[config.mk]
export PLATFORM = sky130hd
export DESIGN_NAME = alu_issue_stage
export DESIGN_NICKNAME = d
export VERILOG_FILES = /design/src/rtl/riscv_pkg.sv /design/src/rtl/alu_ctrl_decode.sv /design/src/rtl/alu_issue_stage.sv
export SDC_FILE = /design/constraint.sdc
export NUM_CORES = 1
export LEC_CHECK = 0
export ABC_AREA = 1
export CORE_MARGIN = 2
export CORE_UTILIZATION = 40
export CTS_BUF_LIST = sky130_fd_sc_hd__clkbuf_8
export CTS_CLUSTER_SIZE = 24
export DETAILED_ROUTE_END_ITERATION = 16
export PLACE_DENSITY = 0.79
export SLEW_MARGIN = 20
export SYNTH_ARGS = -nofsm -noshare
export SYNTH_HDL_FRONTEND = slang
export SYNTH_HIERARCHICAL = 1
export SYNTH_SLANG_ARGS = --single-unit
[constraint.sdc]
create_clock -name clk -period 1.7 [get_ports clk]
set_clock_uncertainty 0.05 [all_clocks]
set_input_delay 0.255 -clock clk [delete_from_list [all_inputs] [get_ports clk]]
set_output_delay 0.255 -clock clk [all_outputs]
set_load 0.03 [all_outputs]
[src/rtl/riscv_pkg.sv]
`default_nettype none
// ============================================================================
//  Module      : riscv_pkg
//  Description : Shared RV32I opcode, funct7 and ALU control definitions.
//  Revision    : 1.0 - initial release
// ============================================================================
package riscv_pkg;

    typedef enum logic [3:0] {
        ALU_AND  = 4'b0000,
        ALU_OR   = 4'b0001,
        ALU_ADD  = 4'b0010,
        ALU_SUB  = 4'b0110,
        ALU_SLT  = 4'b0111,
        ALU_SLL  = 4'b1000,
        ALU_SRL  = 4'b1001,
        ALU_SRA  = 4'b1010,
        ALU_XOR  = 4'b1100,
        ALU_SLTU = 4'b1101
    } alu_op_e;

    typedef enum logic [1:0] {
        A_SEL_RS1  = 2'd0,
        A_SEL_PC   = 2'd1,
        A_SEL_ZERO = 2'd2
    } a_sel_e;

    typedef enum logic {
        B_SEL_RS2 = 1'b0,
        B_SEL_IMM = 1'b1
    } b_sel_e;

    localparam logic [6:0] OPC_OP     = 7'b0110011;
    localparam logic [6:0] OPC_OP_IMM = 7'b0010011;
    localparam logic [6:0] OPC_LOAD   = 7'b0000011;
    localparam logic [6:0] OPC_STORE  = 7'b0100011;
    localparam logic [6:0] OPC_BRANCH = 7'b1100011;
    localparam logic [6:0] OPC_LUI    = 7'b0110111;
    localparam logic [6:0] OPC_AUIPC  = 7'b0010111;
    localparam logic [6:0] OPC_JAL    = 7'b1101111;
    localparam logic [6:0] OPC_JALR   = 7'b1100111;

    localparam logic [6:0] F7_BASE = 7'b0000000;
    localparam logic [6:0] F7_ALT  = 7'b0100000;

    // Base funct3 mapping shared by register and immediate ALU forms.
    function automatic alu_op_e f3_to_op(input logic [2:0] funct3);
        alu_op_e op;
        case (funct3)
            3'b000:  op = ALU_ADD;
            3'b001:  op = ALU_SLL;
            3'b010:  op = ALU_SLT;
            3'b011:  op = ALU_SLTU;
            3'b100:  op = ALU_XOR;
            3'b101:  op = ALU_SRL;
            3'b110:  op = ALU_OR;
            3'b111:  op = ALU_AND;
            default: op = ALU_ADD;
        endcase
        return op;
    endfunction

endpackage
`default_nettype wire

[src/rtl/alu_ctrl_decode.sv]
`default_nettype none
// ============================================================================
//  Module      : alu_ctrl_decode
//  Description : Combinational RV32I decode to ALU control, operand selects,
//                immediate and legality/writeback/branch flags.
//  Revision    : 1.0 - initial release
// ============================================================================
module alu_ctrl_decode
    import riscv_pkg::*;
(
    input  logic [31:0] instr,
    output alu_op_e     alu_control,
    output a_sel_e      a_sel,
    output b_sel_e      b_sel,
    output logic [31:0] imm,
    output logic        illegal,
    output logic        reg_write,
    output logic        is_branch
);

    logic [6:0] w_opcode;
    logic [2:0] w_funct3;
    logic [6:0] w_funct7;
    logic [4:0] w_rd;
    alu_op_e    w_op;
    logic       w_illegal;
    logic       w_writes;
    logic       w_branch;

    assign w_opcode = instr[6:0];
    assign w_funct3 = instr[14:12];
    assign w_funct7 = instr[31:25];
    assign w_rd     = instr[11:7];

    always_comb begin
        w_op      = ALU_ADD;
        a_sel     = A_SEL_RS1;
        b_sel     = B_SEL_RS2;
        imm       = '0;
        w_illegal = 1'b0;
        w_writes  = 1'b0;
        w_branch  = 1'b0;
        case (w_opcode)
            OPC_OP: begin
                w_writes = 1'b1;
                w_op     = f3_to_op(w_funct3);
                if (w_funct7 == F7_ALT && w_funct3 == 3'b000) begin
                    w_op = ALU_SUB;
                end else if (w_funct7 == F7_ALT && w_funct3 == 3'b101) begin
                    w_op = ALU_SRA;
                end else if (w_funct7 != F7_BASE) begin
                    w_illegal = 1'b1;
                end
            end
            OPC_OP_IMM: begin
                w_writes = 1'b1;
                b_sel    = B_SEL_IMM;
                w_op     = f3_to_op(w_funct3);
                imm      = {{20{instr[31]}}, instr[31:20]};
                // Shift-immediates carry a 5-bit shamt; upper bits act as funct7.
                if (w_funct3 == 3'b001) begin
                    imm = {27'b0, instr[24:20]};
                    if (w_funct7 != F7_BASE) begin
                        w_illegal = 1'b1;
                    end
                end else if (w_funct3 == 3'b101) begin
                    imm = {27'b0, instr[24:20]};
                    if (w_funct7 == F7_ALT) begin
                        w_op = ALU_SRA;
                    end else if (w_funct7 != F7_BASE) begin
                        w_illegal = 1'b1;
                    end
                end
            end
            OPC_LOAD: begin
                w_writes = 1'b1;
                b_sel    = B_SEL_IMM;
                imm      = {{20{instr[31]}}, instr[31:20]};
            end
            OPC_STORE: begin
                b_sel = B_SEL_IMM;
                imm   = {{20{instr[31]}}, instr[31:25], instr[11:7]};
            end
            OPC_BRANCH: begin
                w_branch = 1'b1;
                case (w_funct3)
                    3'b000, 3'b001: w_op = ALU_SUB;
                    3'b100, 3'b101: w_op = ALU_SLT;
                    3'b110, 3'b111: w_op = ALU_SLTU;
                    default:        w_illegal = 1'b1;
                endcase
            end
            OPC_LUI: begin
                w_writes = 1'b1;
                a_sel    = A_SEL_ZERO;
                b_sel    = B_SEL_IMM;
                imm      = {instr[31:12], 12'b0};
            end
            OPC_AUIPC: begin
                w_writes = 1'b1;
                a_sel    = A_SEL_PC;
                b_sel    = B_SEL_IMM;
                imm      = {instr[31:12], 12'b0};
            end
            OPC_JAL, OPC_JALR: begin
                // ALU forms the link value pc + 4.
                w_writes = 1'b1;
                a_sel    = A_SEL_PC;
                b_sel    = B_SEL_IMM;
                imm      = 32'd4;
            end
            default: w_illegal = 1'b1;
        endcase
    end

    assign alu_control = w_illegal ? ALU_ADD : w_op;
    assign illegal     = w_illegal;
    assign reg_write   = w_writes && !w_illegal && (w_rd != 5'd0);
    assign is_branch   = w_branch && !w_illegal;

endmodule
`default_nettype wire

[src/rtl/alu_issue_stage.sv]
`default_nettype none
// ============================================================================
//  Module      : alu_issue_stage
//  Description : ID/EX issue register feeding the ALU operands and control
//                with valid/ready handshake, stall and flush.
//  Revision    : 1.0 - initial release
// ============================================================================
module alu_issue_stage
    import riscv_pkg::*;
#(
    parameter int DATA_WIDTH = 32
) (
    input  logic                  clk,
    input  logic                  rst,
    input  logic                  in_valid,
    output logic                  in_ready,
    input  logic [31:0]           in_instr,
    input  logic [DATA_WIDTH-1:0] in_pc,
    input  logic [DATA_WIDTH-1:0] in_rs1_data,
    input  logic [DATA_WIDTH-1:0] in_rs2_data,
    input  logic                  flush,
    output logic                  out_valid,
    input  logic                  out_ready,
    output logic [DATA_WIDTH-1:0] out_operand_a,
    output logic [DATA_WIDTH-1:0] out_operand_b,
    output logic [3:0]            out_alu_control,
    output logic [4:0]            out_rd,
    output logic                  out_reg_write,
    output logic                  out_is_branch,
    output logic [2:0]            out_funct3,
    output logic                  out_illegal
);

    alu_op_e               w_alu_control;
    a_sel_e                w_a_sel;
    b_sel_e                w_b_sel;
    logic [31:0]           w_imm;
    logic                  w_illegal;
    logic                  w_reg_write;
    logic                  w_is_branch;
    logic [DATA_WIDTH-1:0] w_imm_ext;
    logic [DATA_WIDTH-1:0] w_operand_a;
    logic [DATA_WIDTH-1:0] w_operand_b;
    logic                  w_in_ready;
    logic                  w_load;

    logic                  r_valid;
    logic [DATA_WIDTH-1:0] r_operand_a;
    logic [DATA_WIDTH-1:0] r_operand_b;
    alu_op_e               r_alu_control;
    logic [4:0]            r_rd;
    logic                  r_reg_write;
    logic                  r_is_branch;
    logic [2:0]            r_funct3;
    logic                  r_illegal;

    alu_ctrl_decode u_decode (
        .instr       (in_instr),
        .alu_control (w_alu_control),
        .a_sel       (w_a_sel),
        .b_sel       (w_b_sel),
        .imm         (w_imm),
        .illegal     (w_illegal),
        .reg_write   (w_reg_write),
        .is_branch   (w_is_branch)
    );

    assign w_imm_ext = DATA_WIDTH'($signed(w_imm));

    always_comb begin
        case (w_a_sel)
            A_SEL_PC:   w_operand_a = in_pc;
            A_SEL_ZERO: w_operand_a = '0;
            default:    w_operand_a = in_rs1_data;
        endcase
    end

    assign w_operand_b = (w_b_sel == B_SEL_IMM) ? w_imm_ext : in_rs2_data;
    assign w_in_ready  = !flush && (!r_valid || out_ready);
    assign w_load      = in_valid && w_in_ready;

    // reg_write is cleared whenever the bundle drops, so an idle stage never
    // advertises a writeback.
    always_ff @(posedge clk) begin
        if (rst) begin
            r_valid       <= 1'b0;
            r_operand_a   <= '0;
            r_operand_b   <= '0;
            r_alu_control <= ALU_ADD;
            r_rd          <= '0;
            r_reg_write   <= 1'b0;
            r_is_branch   <= 1'b0;
            r_funct3      <= '0;
            r_illegal     <= 1'b0;
        end else if (flush) begin
            r_valid     <= 1'b0;
            r_reg_write <= 1'b0;
        end else if (w_load) begin
            r_valid       <= 1'b1;
            r_operand_a   <= w_operand_a;
            r_operand_b   <= w_operand_b;
            r_alu_control <= w_alu_control;
            r_rd          <= in_instr[11:7];
            r_reg_write   <= w_reg_write;
            r_is_branch   <= w_is_branch;
            r_funct3      <= in_instr[14:12];
            r_illegal     <= w_illegal;
        end else if (out_ready) begin
            r_valid     <= 1'b0;
            r_reg_write <= 1'b0;
        end
    end

    assign in_ready        = w_in_ready;
    assign out_valid       = r_valid;
    assign out_operand_a   = r_operand_a;
    assign out_operand_b   = r_operand_b;
    assign out_alu_control = r_alu_control;
    assign out_rd          = r_rd;
    assign out_reg_write   = r_reg_write;
    assign out_is_branch   = r_is_branch;
    assign out_funct3      = r_funct3;
    assign out_illegal     = r_illegal;

endmodule
`default_nettype wire
==> flow_summary_export.csv, run 1 <==
group,metric,value,unit
worst_setup_path,critPathLaunchType,"input port",
sta,fin_crit_sh,0.989,
yosys,synth_cells,883,
worst_setup_path,reg2reg_slack,480,ps
drt,wl_per_cell,12.7,microns
min_path,hold_path.class,"in2reg",
sta,holdWs,248,ps
clocking,cts.sinks,80,
yosys,ys_types,30,
clocking,cts.path.max_buffers,2,
sta,tightest_slew,364,ps
clocking,path_clk_slew,80,ps
floorplan,die-area,0.0134,sq mm
sta,hold_viol_final,0,
min_path,hp-start,"in_instr[12]",
final_layout,final_common_cell,"nand2_1",
run,cap_violations,0,
drt,dr.first_iter.drc_count,315,
clocking,root_buffer,"clkbuf_8",
worst_setup_path,reg2reg_to,"out_operand_b[11]",
placed_design,place_hpwl,11400,microns
worst_setup_path,critical_path.startpoint,"in_instr[2]",
placed_design,port_buffers,213,
final_layout,final_core_util,0.679,
yosys,synthFlopType,"dfxtp_1",
min_path,holdPathEnd,"out_funct3[0]",
sta,fmax,0.595,GHz
sta,setup_viol,0,
worst_setup_path,arrival,1880,ps
placed_design,routabilityCongestion,0.864,
worst_setup_path,worst_ep_required_time,1900,ps
worst_setup_path,crit_buf_inv,5,
placed_design,dp_slack,-617,ps
power,power_frac_comb,0.300,
clocking,h-tree-depth,3,
yosys,yosysWarningCount,6,
grt,grt_max_degree,58,
power,power,0.00500,W
power,p_switching,0.00161,W
floorplan,io_pins,214,
drt,vias_per_cell,4.47,
final_layout,layout_common_cells,"291 x nand2_1, 177 x nor2_1, 133 x inv_1",
final_layout,num-fill-cells,1107,
min_path,min_path_cells,3,
clocking,clk_latency,350,ps
drt,route.detailed.drc,0,
floorplan,core,0.0121,sq mm
yosys,synth_seq_area_share,0.321,
worst_setup_path,crit_type,"in2reg",
worst_setup_path,r2r_start,"out_valid",
power,ir_worst_vdd,0.337,mV
worst_setup_path,slowest_delay,300,ps
yosys,synth_nets,1019,
sta,layout_min_cycle_time,1680,ps
grt,grt_usage,0.231,
floorplan,die_y,116,microns
grt,antenna_found_initial,0,
final_layout,layout-drive-gt1-share,0.127,
clocking,cts_made_buffers,9,
power,clkPwrFrac,0.287,
sta,fin_ws,18.5,ps
worst_setup_path,path_depth,12,
power,internal_power,0.00339,W
worst_setup_path,cp_cell_sequence,"clkdlybuf4s15_1 -> inv_2 -> buf_4 -> nor3_4 -> inv_2 -> o31ai_4 -> ha_4 -> clkbuf_16 -> nand2_1 -> o21ai_0 -> nor2_1 -> nor2_1",
yosys,ys_async_sr_fraction,0,
drt,drtAntennaViolNets,0,
power,p_leak,4.59,nW
floorplan,num_rows,40,
floorplan,start_util,0.413,
sta,maxSlewViolCount,0,
grt,grt_pass1_wl,24600,microns
worst_setup_path,cpLargestDelayFamily,"buffers and inverters",
worst_setup_path,cp_max_fo,8,
worst_setup_path,critPathCaptureType,"flip-flop",
yosys,ys_ff_latch,80,
power,seqPwrFrac,0.414,
yosys,syn-cell-area,0.00500,sq mm
worst_setup_path,worstRegToRegCells,6,
grt,grt-ovfl-total,0,
power,swShare,0.321,
final_layout,finalNetCount,1267,
yosys,synth_edf_count,0,
final_layout,area_growth,64.7,%
drt,vias,5826,
grt,grt_pass1_vias,5162,
yosys,avgSynthCellArea,5.66,sq um
drt,drt-total-wl,16500,microns
sta,maxSlewHeadroom,0.758,
clocking,cts_tree,"done",
worst_setup_path,critical_path.slowest_cell,"ha_4",
final_layout,n_antenna_cell,0,
drt,first_pass_iters,4,
power,power_density,607,mW/mm^2
clocking,postCtsHoldBufs,0,
floorplan,die_w,116,microns
outcome,outcome,"finished clean",
[logic make-up after synthesis]
kind of cell,count (synthesis),share of synthesized area
AO/OA/AOI/OAI,96,0.104
adder cells (fa/ha/maj),3,0.00751
buffers and inverters,193,0.164
flip-flops,80,0.321
AND/OR/NAND/NOR,511,0.403
[final cells by class]
class                   count  area [sq um]  area share
repair buffers            282          2910       0.354
multi-input cells         611          2740       0.333
flip-flops and latches     80          1600       0.195
inverters                 147           563      0.0684
well taps                 168           210      0.0256
clock buffers              13           179      0.0217
clock inverters             3          21.3     0.00259
[flip-flops by register name, summed over array words and instances, names as in the netlist]
register and cells:
out_illegal 1, out_is_branch 1, out_reg_write 1, out_funct3 3
out_valid 1, out_operand_a 32, out_rd 5, out_alu_control 4
out_operand_b 32
[per-stage QoR]
stage	setup TNS, ps	cell area, sq um	std cells
floorplan	-58.6	5030	883
global placement	-36680	7650	1275
detailed placement	-38440	7650	1275
CTS	0	7990	1297
global route	-23.5	8230	1304
finish	0	8230	1304
[how the worst max path moves through the flow]
stage | slack (ps) | endpoint
6_report | 20 | out_operand_a[18]
5_1_grt | -20 | out_operand_a[18]
4_1_cts | 0.1 | out_operand_b[12]
3_5_place_dp | -620 | out_operand_a[10]
3_3_place_gp | -600 | out_operand_a[10]
2_1_floorplan | -7 | out_operand_a[10]
[per-layer routing]
metal	share of wire	wire length, microns	GRT usage
met5	0	0	0
met4	0.019	313	0.0865
met3	0.093	1540	0.0675
met2	0.46	7660	0.382
met1	0.42	6990	0.286
[worst register-to-register path, cell delays in order, from the launching register on]
cell	delay, ps
dfxtp_1	370
nand2_2	100
nand3_4	120
buf_12	250
nand2_1	100
nand2_1	60
nor2_1	50
[timing repair]
item	in CTS	in global routing
setup endpoints to repair	116	84
setup buffers	3	2
pin swaps	17	17
resized for setup	94	59
gates cloned	3	5
[power groups by stage]
stage / registers (W) / clock network (W) / logic [W]
after floorplan: 0.00236 / 0 / 0.000491
after global placement: 0.00211 / 0 / 0.00149
after detailed placement: 0.00212 / 0 / 0.00149
after CTS: 0.00207 / 0.00146 / 0.00148
after global routing: 0.00208 / 0.00154 / 0.00164
final: 0.00207 / 0.00143 / 0.00150
[cell usage after synthesis, types with 3 or more instances]
| cell | number | share of area |
|---|---|---|
| o21ai_0 | 77 | 0.077 |
| buf_2 | 26 | 0.026 |
| nor2_1 | 184 | 0.14 |
| buf_6 | 8 | 0.018 |
| a21oi_1 | 5 | 0.0050 |
| nand2_1 | 295 | 0.22 |
| inv_2 | 6 | 0.0045 |
| nand4_1 | 3 | 0.0038 |
| nand3_2 | 4 | 0.0080 |
| clkbuf_1 | 11 | 0.0083 |
| nand2_2 | 4 | 0.0050 |
| dfxtp_1 | 80 | 0.32 |
| inv_1 | 140 | 0.11 |
| ha_1 | 3 | 0.0075 |
| nand3_1 | 11 | 0.011 |
| o21ai_2 | 6 | 0.011 |
| nor3_1 | 3 | 0.0030 |
Power figures use the tool's default switching activity.
==> run 2: changes to the inputs <==
--- a/config.mk
+++ b/config.mk
@@ -12,7 +12,6 @@
 export CTS_CLUSTER_SIZE = 24
 export DETAILED_ROUTE_END_ITERATION = 16
 export PLACE_DENSITY = 0.79
-export SLEW_MARGIN = 20
 export SYNTH_ARGS = -nofsm -noshare
 export SYNTH_HDL_FRONTEND = slang
 export SYNTH_HIERARCHICAL = 1
==> results of run 2 <==
The final DEF is identical to that of run 1; final timing and power are the same.
